**src/rtl/trap_ctrl.sv**
```systemverilog
// trap_ctrl: commit-stage trap/return controller (priv, status, xEPC/xCAUSE/xTVAL).
// Ports: commit_* / exc_* / irq CSR inputs in; priv, status_*, trap CSRs, busy, redirect_valid/pc out; redirect_ready in.
module trap_ctrl #(
  parameter int XLEN   = 64,
  parameter int NCAUSE = 16
) (
  input  logic              clk,
  input  logic              rst,
  input  logic              commit_valid,
  input  logic [XLEN-1:0]   commit_pc,
  input  logic              commit_mret,
  input  logic              commit_sret,
  input  logic [NCAUSE-1:0] exc_pending,
  input  logic [XLEN-1:0]   exc_tval,
  input  logic [NCAUSE-1:0] irq_pending,
  input  logic [NCAUSE-1:0] mie,
  input  logic [NCAUSE-1:0] mideleg,
  input  logic [NCAUSE-1:0] medeleg,
  input  logic [XLEN-1:0]   mtvec,
  input  logic [XLEN-1:0]   stvec,
  output logic [1:0]        priv,
  output logic              status_mie,
  output logic              status_mpie,
  output logic              status_sie,
  output logic              status_spie,
  output logic [1:0]        status_mpp,
  output logic              status_spp,
  output logic [XLEN-1:0]   mepc,
  output logic [XLEN-1:0]   sepc,
  output logic [XLEN-1:0]   mcause,
  output logic [XLEN-1:0]   scause,
  output logic [XLEN-1:0]   mtval,
  output logic [XLEN-1:0]   stval,
  output logic              busy,
  output logic              redirect_valid,
  output logic [XLEN-1:0]   redirect_pc,
  input  logic              redirect_ready
);

  localparam int CW = $clog2(NCAUSE);
  localparam logic [1:0] PRV_M = 2'b11;
  localparam logic [1:0] PRV_S = 2'b01;
  localparam logic [1:0] PRV_U = 2'b00;

  typedef enum logic {IDLE, REDIRECT} state_e;

  // Ascending scan leaves the highest set bit; fixed
  // priorities are then applied lowest-first so 11 wins.
  function automatic logic [CW-1:0] irq_pick(
    input logic [NCAUSE-1:0] v);
    logic [CW-1:0] r;
    r = '0;
    for (int i = 0; i < NCAUSE; i++)
      if (v[i]) r = CW'(i);
    if (v[5])  r = CW'(5);
    if (v[1])  r = CW'(1);
    if (v[9])  r = CW'(9);
    if (v[7])  r = CW'(7);
    if (v[3])  r = CW'(3);
    if (v[11]) r = CW'(11);
    return r;
  endfunction

  // Descending scan leaves the lowest set bit; the
  // fixed list is applied in reverse so cause 3 wins.
  function automatic logic [CW-1:0] exc_pick(
    input logic [NCAUSE-1:0] v);
    logic [CW-1:0] r;
    r = '0;
    for (int i = NCAUSE - 1; i >= 0; i--)
      if (v[i]) r = CW'(i);
    if (v[5])  r = CW'(5);
    if (v[7])  r = CW'(7);
    if (v[13]) r = CW'(13);
    if (v[15]) r = CW'(15);
    if (v[4])  r = CW'(4);
    if (v[6])  r = CW'(6);
    if (v[11]) r = CW'(11);
    if (v[9])  r = CW'(9);
    if (v[8])  r = CW'(8);
    if (v[0])  r = CW'(0);
    if (v[2])  r = CW'(2);
    if (v[1])  r = CW'(1);
    if (v[12]) r = CW'(12);
    if (v[3])  r = CW'(3);
    return r;
  endfunction

  state_e          state_q;
  logic [1:0]      priv_q;
  logic            mie_q, mpie_q, sie_q, spie_q;
  logic [1:0]      mpp_q;
  logic            spp_q;
  logic [XLEN-1:0] mepc_q, sepc_q;
  logic [XLEN-1:0] mcause_q, scause_q;
  logic [XLEN-1:0] mtval_q, stval_q;
  logic [XLEN-1:0] rpc_q;
  logic            rvalid_q;

  logic [NCAUSE-1:0] en, m_take, s_take;
  logic            irq_any, exc_any, ill_ret;
  logic            trap, to_s, do_mret, do_sret, fire;
  logic [CW-1:0]   cause;
  logic [XLEN-1:0] tval_d, cause_d, tvec, base, tgt_d;

  always_comb begin
    en      = irq_pending & mie;
    m_take  = '0;
    s_take  = '0;
    if (priv_q != PRV_M || mie_q)
      m_take = en & ~mideleg;
    if (priv_q == PRV_U || (priv_q == PRV_S && sie_q))
      s_take = en & mideleg;
    irq_any = |m_take || |s_take;
    exc_any = |exc_pending;
    ill_ret = (commit_mret && priv_q != PRV_M) ||
              (commit_sret && priv_q == PRV_U);
    trap    = irq_any || exc_any || ill_ret;
    do_mret = !trap && commit_mret;
    do_sret = !trap && !commit_mret && commit_sret;
    fire    = state_q == IDLE && commit_valid &&
              (trap || do_mret || do_sret);

    cause  = CW'(2);
    tval_d = '0;
    to_s   = 1'b0;
    if (irq_any) begin
      // A taken M-level interrupt masks every S candidate.
      cause = irq_pick(|m_take ? m_take : s_take);
      to_s  = ~|m_take;
    end else begin
      if (exc_any) begin
        cause  = exc_pick(exc_pending);
        tval_d = exc_tval;
      end
      to_s = priv_q != PRV_M && medeleg[cause];
    end

    cause_d = XLEN'(cause);
    cause_d[XLEN-1] = irq_any;
    tvec = to_s ? stvec : mtvec;
    base = {tvec[XLEN-1:2], 2'b00};
    tgt_d = base;
    if (tvec[1:0] == 2'b01 && irq_any)
      tgt_d = base + (XLEN'(cause) << 2);
  end

  always_ff @(posedge clk) begin
    if (rst) begin
      state_q  <= IDLE;
      priv_q   <= PRV_M;
      mie_q    <= 1'b0;
      mpie_q   <= 1'b0;
      sie_q    <= 1'b0;
      spie_q   <= 1'b0;
      mpp_q    <= PRV_U;
      spp_q    <= 1'b0;
      mepc_q   <= '0;
      sepc_q   <= '0;
      mcause_q <= '0;
      scause_q <= '0;
      mtval_q  <= '0;
      stval_q  <= '0;
      rpc_q    <= '0;
      rvalid_q <= 1'b0;
    end else begin
      case (state_q)
        IDLE: begin
          if (fire) begin
            state_q  <= REDIRECT;
            rvalid_q <= 1'b1;
            if (trap) begin
              rpc_q <= tgt_d;
              if (to_s) begin
                sepc_q   <= commit_pc;
                scause_q <= cause_d;
                stval_q  <= tval_d;
                spie_q   <= sie_q;
                sie_q    <= 1'b0;
                spp_q    <= priv_q[0];
                priv_q   <= PRV_S;
              end else begin
                mepc_q   <= commit_pc;
                mcause_q <= cause_d;
                mtval_q  <= tval_d;
                mpie_q   <= mie_q;
                mie_q    <= 1'b0;
                mpp_q    <= priv_q;
                priv_q   <= PRV_M;
              end
            end else if (do_mret) begin
              rpc_q  <= mepc_q;
              priv_q <= mpp_q;
              mie_q  <= mpie_q;
              mpie_q <= 1'b1;
              mpp_q  <= PRV_U;
            end else begin
              rpc_q  <= sepc_q;
              priv_q <= {1'b0, spp_q};
              sie_q  <= spie_q;
              spie_q <= 1'b1;
              spp_q  <= 1'b0;
            end
          end
        end
        REDIRECT: begin
          if (rvalid_q && redirect_ready) begin
            state_q  <= IDLE;
            rvalid_q <= 1'b0;
          end
        end
        default: state_q <= IDLE;
      endcase
    end
  end

  assign priv           = priv_q;
  assign status_mie     = mie_q;
  assign status_mpie    = mpie_q;
  assign status_sie     = sie_q;
  assign status_spie    = spie_q;
  assign status_mpp     = mpp_q;
  assign status_spp     = spp_q;
  assign mepc           = mepc_q;
  assign sepc           = sepc_q;
  assign mcause         = mcause_q;
  assign scause         = scause_q;
  assign mtval          = mtval_q;
  assign stval          = stval_q;
  assign busy           = rvalid_q;
  assign redirect_valid = rvalid_q;
  assign redirect_pc    = rpc_q;

endmodule

```
**config.mk**
```make
export PLATFORM = sky130hd
export DESIGN_NAME = trap_ctrl
export DESIGN_NICKNAME = d
export VERILOG_FILES = /design/src/rtl/trap_ctrl.sv
export SDC_FILE = /design/constraint.sdc
export NUM_CORES = 1
export LEC_CHECK = 0
export CAP_MARGIN = 0
export CORE_AREA = 10 10 300 302
export CTS_CLUSTER_DIAMETER = 150
export DETAILED_ROUTE_END_ITERATION = 10
export DIE_AREA = 0 0 310 312
export PLACE_DENSITY = 0.52
export SLEW_MARGIN = 20
export SYNTH_ARGS = -nofsm -noshare
export SYNTH_HDL_FRONTEND = slang
export SYNTH_SLANG_ARGS = --single-unit
```
**constraint.sdc**
```tcl
create_clock -name clk -period 7.7 [get_ports clk]
set_input_delay 1.54 -clock clk [delete_from_list [all_inputs] [get_ports clk]]
set_output_delay 1.54 -clock clk [all_outputs]
set_load 0.005 [all_outputs]
```
==> results by group <==
Synthesis
  – FF+latch count, synth: 341
  – Synth Cell Area: around 18000 um^2
  – Yosys top cell area share: a little under two fifths
  – Synth Area in Adders: less than 1%
  – Yosys top cell by area: dfxtp_1
  – Share of flip-flops with an asynchronous set or reset: 0%
  – Area share of xor/xnor cells in the synthesized design: 3.239%
  – Synth warn: 0
  – Post-synth EDFFs: 0
  – Sequential fraction of the synthesis area: between 30 and 40%
  – Synth Instances: around 2400
  – Synth Area in Simple Gates: about a quarter
  – Multiplexer area fraction after synthesis: ~7%
  – Compound-gate portion of the synthesized area: 19.22%
  – Avg Cell Area, Syn: roughly 7.6 um^2
  – Largest cells by area after synthesis: dfxtp_1, a21oi_1, nand2_1, mux2i_1, nand3_1
  – Ys flop type: dfxtp_1
  – Largest family of logic cells by synthesized area: simple AND/OR/NAND/NOR gates
  – Number of library cell types mapped by synthesis: 83

Hold path
  – Worst Hold Depth: 2
  – Worst min-delay path class: reg2reg
  – Hold path start: redirect_pc[11]$_SDFFE_PP0P_
  – Hold Path End: redirect_pc[11]$_SDFFE_PP0P_

GRT
  – Vias in the first global route: a little under 20000
  – First-pass GRT wire length: between 100000 and 150000 um
  – Largest net degree at the start of global routing: 152
  – Antenna violations before repair: 10
  – Total track usage: a little over a fifth
  – GR Overflow Total: 0

Power
  – Share of total power in combinational logic: 23.7%
  – Sw Share: between 30% and 40%
  – PwrDens: 190.5 nW/um^2
  – Seq pwr share: 37.3%
  – Switching power: about 1.6 mW
  – VDD IR-drop max: between 100 and 150 uV
  – P_int: around 3.6 mW
  – P_leak: approximately 9.6 nW
  – Clock power share: 39.0%

Place
  – Placed cells: ~4000
  – Gpl congestion: around 0.88
  – Dpl ws: between 0.3 and 0.4 ns
  – HPWL after DPL: slightly above 80000 um
  – Port Buffers: ~680

Timing
  – Clk_skew: 0.01420 ns
  – Final period util: slightly below 90%
  – RSZ-0062 raised after global routing: no
  – FMAX: 0.1459 GHz
  – Final slew viol count: 0
  – Final setup margin: between 0.8 and 0.9 ns
  – Min cycle time layout: slightly below 7 ns
  – Worst Tran Pin Value: around 1 ns
  – Setup TNS: 0 ns
  – Final setup vio count: 0
  – Hold Fails Final Rpt: 0
  – Relative slew slack: 33.88%

Die
  – Starting Density: between 20% and 30%
  – Die Wd: 310 um
  – IO Count: about 800
  – Core Box Area: between 80000 and 90000 um^2
  – Rows: between 100 and 150
  – Die height: around 310 um
  – DIE AREA: 96720 um^2

Detailed routing
  – Post-DRT Antenna Nets: 0
  – WL final: about 110000 um
  – DR pass1 iterations: 5
  – Total number of vias: about 20000
  – Remaining DRCs: 0
  – Vias per cell: roughly 4.8
  – Iter 0 DRT Violations: 1231
  – Routed WL per cell: roughly 26 um

CTS
  – # Post-CTS Setup Buffers: 0
  – Clock tree buffer depth: 3
  – CTS tree: yes
  – Clock latency at the later pin of the worst-skew pair: approximately 0.58 ns
  – CTS sink count: between 300 and 400
  – Num CTS Buffers: between 40 and 50
  – H-Tree Depth: 2
  – Clock-pin slew on the worst setup and hold paths: 0.06 ns
  – CTS Hold Bufs: 0
  – Cts repair resizes: 0
  – Clk root buf: clkbuf_16

Worst setup path
  – WS Path Type: in2reg
  – R2R cell count: 20
  – Required time of the critical path: 8.18 ns
  – FF-to-FF End: redirect_pc[63]$_SDFFE_PP0P_
  – Startpoint Class: primary input
  – WP data arrival: roughly 7.3 ns
  – Reg2Reg Setup Slack: around 2 ns
  – Crit end category: flop
  – Max FO, Critical Path: 11
  – Reg-to-reg startpoint: priv[0]$_SDFFE_PP1P_

Finish
  – Area Overhead vs Synth: 48.63%
  – Post-Layout Cell Count: between 4000 and 5000
  – Fin nets: between 3000 and 4000
  – Commonest non-fill, non-tap cell in the layout: clkdlybuf4s50_1
  – Layout cells sized above 1: 5.471%
  – Most frequent cells in the layout: clkdlybuf4s50_1, nand2_1, a21oi_1, dfxtp_1, nand3_1
  – Utilization after layout: between 30% and 40%

Flow run
  – Max-capacitance violation count: 0

Outcome
  – Status: completed
## power by group through the flow
stage / Sequential (mW) / Combinational (mW) / Clock (mW)
after floorplan: 1.97 / 0.551 / 0
after global placement: 1.98 / 1.25 / 0
after detailed placement: 1.98 / 1.24 / 0
after CTS: 1.94 / 1.25 / 2.10
after global routing: 1.95 / 1.33 / 2.16
final: 1.94 / 1.24 / 2.03
## registers in the layout (all words and copies together), names as in the netlist
signal and count:
mtval 64, mepc 64, status_mpie 1, status_spie 1, stval 64, state_q 1, status_mpp 2, sepc 64
status_mie 1, scause 5, mcause 5, status_sie 1, status_spp 1, priv 2, busy 1, redirect_pc 64
## stage by stage
step / total power [mW] / cell area [um^2] / hold WS, ns
3_5_place_dp: 3.220 / 25910 / 0.4389
2_1_floorplan: 2.522 / 18830 / 0.4388
5_1_grt: 5.444 / 27320 / 0.4646
4_1_cts: 5.288 / 27300 / 0.4487
3_3_place_gp: 3.223 / 25910 / 0.4357
6_report: 5.207 / 27330 / 0.4497
## layout make-up
type	count	area (um^2)
inverter	13	48.80
fill	9123	57010
tap	1090	1364
antenna	2	5.005
timing repair buffer	729	7315
multi-input combinational	1875	10390
sequential	341	6827
clock buffer	63	1272
clock inverter	13	110.1
## kinds of logic (layout without fill, tap and decap cells)
group | count (synthesis) | count (layout)
adder cells (fa/ha/maj) | 5 | 5
AND/OR/NAND/NOR | 971 | 971
other | 1 | 120
multiplexers | 129 | 129
buffers and inverters | 308 | 818
AO/OA/AOI/OAI | 584 | 584
flip-flops | 341 | 341
XOR/XNOR | 68 | 68
## synthesized netlist by cell type (all sizes together), types with 6 or more instances
library cell / count
a211o: 9
a211oi: 44
a21oi: 388
a221oi: 15
a311oi: 9
and3: 27
and4: 6
buf: 161
clkbuf: 134
dfxtp: 341
inv: 13
mux2: 15
mux2i: 114
nand2: 501
nand2b: 7
nand3: 188
nand3b: 12
nand4: 24
nor2: 99
nor2b: 6
nor3: 58
o2111ai: 11
o211ai: 11
o21ai: 32
o221ai: 8
o22ai: 9
or2: 7
or4: 11
xnor2: 36
xor2: 32
## metal layers
layer,track usage (%),vias up,share of wire [%]
met1,24.66,9576,40
met3,6.268,104,9.0
li1,-,9432,-
met4,5.290,8,2.5
met2,36.36,822,49
met5,0,-,0.059
## critical path: stages
cell and delay, ns:
clkdlybuf4s50_1 0.57, nand3b_1 0.14, o2111ai_1 0.23, nor4_4 0.52, o21ai_1 0.35, a211oi_1 0.52, o21bai_1 0.19, a21oi_1 0.10
a221o_1 0.27, a21oi_1 0.22, ha_1 0.17, a21o_1 0.10, a21oi_1 0.10, o21bai_1 0.16, o21ai_1 0.17, or3_1 0.47
or4_1 0.48, a222oi_1 0.34, buf_4 0.19, nand3_1 0.10, xnor2_1 0.18, a211oi_1 0.24
## how the worst max path moves through the flow
stage	from	endpoint	slack (ns)
2_1_floorplan	exc_pending[8]	redirect_pc[63]$_SDFFE_PP0P_	1.12
3_3_place_gp	mideleg[11]	redirect_pc[63]$_SDFFE_PP0P_	0.39
3_5_place_dp	exc_pending[8]	redirect_pc[63]$_SDFFE_PP0P_	0.35
4_1_cts	mideleg[11]	redirect_pc[63]$_SDFFE_PP0P_	0.96
5_1_grt	mideleg[11]	redirect_pc[63]$_SDFFE_PP0P_	0.41
6_report	mideleg[11]	redirect_pc[63]$_SDFFE_PP0P_	0.85
(Power assumes the default switching activity.)
